**config.mk**
```make
export PLATFORM = sky130hd
export DESIGN_NAME = id_stage
export DESIGN_NICKNAME = d
export VERILOG_FILES = /design/src/rtl/id_stage.sv
export SDC_FILE = /design/constraint.sdc
export NUM_CORES = 1
export LEC_CHECK = 0
export CAP_MARGIN = 40
export CORE_MARGIN = 4
export CORE_UTILIZATION = 40
export DETAILED_ROUTE_END_ITERATION = 6
export GPL_TIMING_DRIVEN = 0
export SLEW_MARGIN = 30
export SYNTH_ARGS = -nofsm -noshare
export SYNTH_HDL_FRONTEND = slang
export SYNTH_SLANG_ARGS = --single-unit
```
**constraint.sdc**
```tcl
create_clock -name clk -period 4.05 [get_ports clk]
set_input_delay 1.0125 -clock clk [delete_from_list [all_inputs] [get_ports clk]]
set_output_delay 1.0125 -clock clk [all_outputs]
set_load 0.005 [all_outputs]
```
**src/rtl/id_stage.sv**
```systemverilog
// id_stage: instruction-decode stage of the 16-bit pipelined MIPS core.
// Holds the 8x16 register file (r0 hardwired to zero, same-cycle write-back
// bypass), decodes the opcode into the ID/EX control bundle, sign-extends the
// 6-bit immediate, detects load-use hazards against the instruction in ID/EX,
// and keeps a saturating count of stall cycles.
//
// Ports:
//   clk, rst_n                 clock, synchronous active-low reset
//   in_instr, in_PC_plus_two   instruction and PC+2 from IF/ID
//   in_flush                   squash the instruction currently in decode
//   wb_RegWrite/wb_rd/wb_data  register file write-back port
//   ex_MemRead, ex_rt          load status / destination of the ID/EX instruction
//   O_PC_plus_two, O_Read_data_1/2, O_immediate, O_rt, O_rd   data/fields to ID/EX
//   O_ALU_Src .. O_RegWrite    control bundle to ID/EX
//   O_stall                    hold PC and IF/ID this cycle
//   O_stall_count              saturating count of stall cycles since reset
module id_stage #(
    parameter int STALL_CNT_W = 16
) (
    input  logic                   clk,
    input  logic                   rst_n,
    input  logic [15:0]            in_instr,
    input  logic [15:0]            in_PC_plus_two,
    input  logic                   in_flush,
    input  logic                   wb_RegWrite,
    input  logic [2:0]             wb_rd,
    input  logic [15:0]            wb_data,
    input  logic                   ex_MemRead,
    input  logic [2:0]             ex_rt,
    output logic [15:0]            O_PC_plus_two,
    output logic [15:0]            O_Read_data_1,
    output logic [15:0]            O_Read_data_2,
    output logic [15:0]            O_immediate,
    output logic [2:0]             O_rt,
    output logic [2:0]             O_rd,
    output logic                   O_ALU_Src,
    output logic [1:0]             O_ALUOp,
    output logic                   O_RegDest,
    output logic                   O_MemRead,
    output logic                   O_MemWrite,
    output logic                   O_Branch,
    output logic                   O_MemtoReg,
    output logic                   O_RegWrite,
    output logic                   O_stall,
    output logic [STALL_CNT_W-1:0] O_stall_count
);

    typedef enum logic [3:0] {
        OP_RTYPE = 4'b0000,
        OP_LW    = 4'b0001,
        OP_SW    = 4'b0010,
        OP_BEQ   = 4'b0011,
        OP_ADDI  = 4'b0100
    } opcode_e;

    opcode_e    opcode;
    logic [2:0] rs;
    logic [2:0] rt;

    logic [15:0] regs [8];
    logic        wb_en;

    logic        known_op;
    logic        uses_rt;
    logic        stall;
    logic        bubble;

    // decoded bundle before bubble masking
    logic        dec_alu_src;
    logic [1:0]  dec_aluop;
    logic        dec_regdest;
    logic        dec_memread;
    logic        dec_memwrite;
    logic        dec_branch;
    logic        dec_memtoreg;
    logic        dec_regwrite;

    assign opcode = opcode_e'(in_instr[15:12]);
    assign rs     = in_instr[11:9];
    assign rt     = in_instr[8:6];

    assign O_PC_plus_two = in_PC_plus_two;
    assign O_immediate   = {{10{in_instr[5]}}, in_instr[5:0]};
    assign O_rt          = rt;
    assign O_rd          = in_instr[5:3];

    // Register file; r0 is never written so it holds its reset value of zero.
    assign wb_en = wb_RegWrite && (wb_rd != 3'd0);

    always_ff @(posedge clk) begin
        if (!rst_n) begin
            for (int unsigned i = 0; i < 8; i++) begin
                regs[i] <= '0;
            end
        end else if (wb_en) begin
            regs[wb_rd] <= wb_data;
        end
    end

    // Read ports: r0 forced to zero, write-back data bypassed in its write cycle.
    always_comb begin
        O_Read_data_1 = regs[rs];
        if (rs == 3'd0) begin
            O_Read_data_1 = '0;
        end else if (wb_en && (wb_rd == rs)) begin
            O_Read_data_1 = wb_data;
        end
    end

    always_comb begin
        O_Read_data_2 = regs[rt];
        if (rt == 3'd0) begin
            O_Read_data_2 = '0;
        end else if (wb_en && (wb_rd == rt)) begin
            O_Read_data_2 = wb_data;
        end
    end

    // Opcode decode
    always_comb begin
        dec_alu_src  = 1'b0;
        dec_aluop    = 2'b00;
        dec_regdest  = 1'b0;
        dec_memread  = 1'b0;
        dec_memwrite = 1'b0;
        dec_branch   = 1'b0;
        dec_memtoreg = 1'b0;
        dec_regwrite = 1'b0;
        known_op     = 1'b1;
        uses_rt      = 1'b0;
        case (opcode)
            OP_RTYPE: begin
                dec_aluop    = 2'b10;
                dec_regdest  = 1'b1;
                dec_regwrite = 1'b1;
                uses_rt      = 1'b1;
            end
            OP_LW: begin
                dec_alu_src  = 1'b1;
                dec_memread  = 1'b1;
                dec_memtoreg = 1'b1;
                dec_regwrite = 1'b1;
            end
            OP_SW: begin
                dec_alu_src  = 1'b1;
                dec_memwrite = 1'b1;
                uses_rt      = 1'b1;
            end
            OP_BEQ: begin
                dec_aluop    = 2'b01;
                dec_branch   = 1'b1;
                uses_rt      = 1'b1;
            end
            OP_ADDI: begin
                dec_alu_src  = 1'b1;
                dec_regwrite = 1'b1;
            end
            default: begin
                known_op = 1'b0;
            end
        endcase
    end

    // Load-use hazard; a flush in the same cycle wins because the instruction
    // is being squashed anyway, and nothing stalls while in reset.
    always_comb begin
        stall = 1'b0;
        if (rst_n && !in_flush && known_op && ex_MemRead && (ex_rt != 3'd0)) begin
            stall = (ex_rt == rs) || (uses_rt && (ex_rt == rt));
        end
    end

    assign O_stall = stall;
    assign bubble  = !rst_n || stall || in_flush;

    always_comb begin
        O_ALU_Src  = dec_alu_src;
        O_ALUOp    = dec_aluop;
        O_RegDest  = dec_regdest;
        O_MemRead  = dec_memread;
        O_MemWrite = dec_memwrite;
        O_Branch   = dec_branch;
        O_MemtoReg = dec_memtoreg;
        O_RegWrite = dec_regwrite;
        if (bubble) begin
            O_ALU_Src  = 1'b0;
            O_ALUOp    = 2'b00;
            O_RegDest  = 1'b0;
            O_MemRead  = 1'b0;
            O_MemWrite = 1'b0;
            O_Branch   = 1'b0;
            O_MemtoReg = 1'b0;
            O_RegWrite = 1'b0;
        end
    end

    // Saturating stall counter
    always_ff @(posedge clk) begin
        if (!rst_n) begin
            O_stall_count <= '0;
        end else if (stall && (O_stall_count != '1)) begin
            O_stall_count <= O_stall_count + 1'b1;
        end
    end

endmodule

```
==> results.cfg <==
[status]
outcome = finished clean

[placed_design]
io_buffers = 124
dp_hpwl_um = 17200
place.gp.congestion = 0.920
place_area_um2 = 10200

[synth]
syn-cell-area_um2 = 8370
synth-main-ff-cell = edfxtp_1
ys_types = 41
synthCells = 669
synth-seq-area-share_pct = 49.7
async_flop_share_pct = 0
ys_ff_latch = 144
avgSynthCellArea_um2 = 12.5
synth-edff-count = 128
synth-warning-count = 0

[detailed_routing]
ant_nets = 0
routed_wirelength_um = 23800
initialDrtViolationCount = 504
drc = 0
vias_per_cell = 5.37
vias = 6061
drt-pass1-iter-count = 5
drt-wirelength-per-cell_um = 21.1

[layout]
mostFrequentLayoutCells = edfxtp_1 (128), and2_1 (112), nor2_1 (77)
nNetsFinal = 907
final_area_um2 = 11000
insertedDiodeCount = 0
drive_above_1_share_pct = 26.2
areaGrowthSynthToFinish_pct = 31.5
final_common_cell = edfxtp_1

[power]
peakVddDrop_mv = 0.300
power.density_nw_per_um2 = 360
finalPower_mw = 3.97
p_leak_nw = 4.09

[grt]
antenna_found_initial = 0
grt_pass1_wl_um = 36500
grt_pass1_vias = 6240
overflow = 0
grt_max_degree = 23
grt_usage_pct = 20.4

[clock_network]
clkTransAtPathRegs_ns = 0.06
cts.path.max_buffers = 2
htreeDepth = 4
ctsHoldBuffers = 0
cts_buffers = 17
clock_sinks = 144
clock_latency_ns = 0.42
cts_tree = yes
root_buffer = clkbuf_16

[sta]
relSlewSlack_pct = 53.1
worst_pin_slew_ns = 0.701
timing.final.crit_period_ns = 3.99
final.period_utilization_pct = 98.6
skew_ns = 0.00361
fmax_mhz = 250
finalHoldViolCount = 0
setup_viol = 0
drv_slew = 0

[worst_setup_path]
critPathLaunchType = input port
crit_path_start = wb_rd[2]
crit-reg2reg-launch = O_stall_count[0]
required_ns = 3.04
arrival_ns = 2.98
cp_max_fo = 10
rr_worst_depth = 8
crit_path_end_kind = primary output
timing.rr.end = O_stall_count[10]
r2r_slack_ns = 1.71
critPathKind = in2out

[floorplan]
dieWidth_um = 153
start_util_pct = 41.0
die_area_um2 = 23300
die_y_um = 153
core_area_um2 = 20400
io_pins = 155
rows = 52

[hold_path]
hold_depth = 2
worstHoldStart = O_stall_count[11]
min_to = O_stall_count[11]
worstHoldPathType = reg2reg

[run]
drv_cap = 0
[cells in the mapped netlist (3+ instances only)]
cell type,n,share of area [%]
a21oi_1,42,2.5
and2_1,112,8.4
buf_1,7,0.31
buf_2,8,0.48
buf_4,41,3.7
clkbuf_1,25,1.1
dfxtp_1,16,3.8
edfxtp_1,128,46
inv_1,4,0.18
mux2i_1,35,4.2
mux4_2,64,17
nand2_1,14,0.63
nand2b_1,5,0.37
nand3_1,11,0.66
nand4_1,5,0.37
nor2_1,80,3.6
nor3_1,5,0.30
nor3b_1,3,0.27
o21ai_0,12,0.72
o31ai_1,6,0.54
or3_1,5,0.37
or4_1,5,0.45
xnor2_1,7,0.73
xor2_1,7,0.73
[timing repair]
action                                  CTS  global route
resized for setup                       111            45
gates cloned                              3             1
endpoints found under the setup margin   42            33
pin swaps                                12            10
setup buffers                             5             3
[routing by layer]
layer | wire, um | global-route usage [%] | vias to the layer above
met2 | 12200 | 34.8 | 189
met3 | 1110 | 3.49 | 30
li1 | - | - | 2787
met1 | 10100 | 26.8 | 3055
met5 | 0 | 0 | -
met4 | 429 | 6.07 | 0
[how the worst max path moves through the flow]
| stage | slack (ns) | cells past startpoint | end |
|---|---|---|---|
| floorplan | 0.30 | 7 | O_Read_data_2[10] |
| global placement | -1.11 | 9 | O_Read_data_2[13] |
| detailed placement | -1.20 | 9 | O_Read_data_2[13] |
| CTS | 0.007 | 10 | O_Read_data_1[9] |
| global route | -0.007 | 10 | O_Read_data_2[2] |
| finish | 0.06 | 10 | O_Read_data_2[2] |
[cell families (layout without fill, tap and decap cells)]
kind of cell    Yosys count  count (layout)  synth area share, %
compound gates           68              68                 4.72
xor+xnor                 14              14                 1.46
fa+ha+maj                 1               1                0.149
buf+inv                  86             261                 5.90
flops                   144             144                 49.7
mux                      99              99                 21.4
other cells               1              16               0.0448
simple gates            256             256                 16.6
[flip-flops by register name (all words and copies together) (netlist names)]
| register | flops |
|---|---|
| O_stall_count | 16 |
| regs | 128 |
[stage by stage]
step                utilization (%)  TNS [ns]  hold slack, ns  setup slack, ns  std cells
global route                   53.9  -0.00658           0.511         -0.00658       1129
CTS                            53.5         0           0.493          0.00655       1125
finish                         53.9         0           0.489           0.0562       1129
floorplan                         -         0           0.471            0.299        684
detailed placement             49.9    -36.49           0.481            -1.20       1086
global placement               49.0    -84.26           0.472            -1.11       1078
[power breakdown]
group | internal (mW) | switching [mW] | total (mW)
sequential | 1.70 | 0.0402 | 1.75
combinational | 0.357 | 0.339 | 0.695
clock | 0.900 | 0.625 | 1.53
total | 2.96 | 1.00 | 3.97
[layout make-up]
class	instances	area (um^2)
inverter	4	18.8
clock inverter	14	143
timing repair buffer	144	1420
clock buffer	17	425
buffer	82	578
fill	1780	9420
multi-input combinational	454	3920
sequential	144	4160
tap	270	338
[worst max-delay path, cell delays in order]
cell,delay (ns)
buf_2,0.15
or3b_2,0.47
a211o_1,0.34
a21oi_4,0.19
buf_12,0.15
buf_8,0.14
nor2_1,0.06
a21oi_2,0.13
nor2_1,0.06
dlygate4sd2_1,0.29
Note: power is estimated with default switching activity, not from simulation.
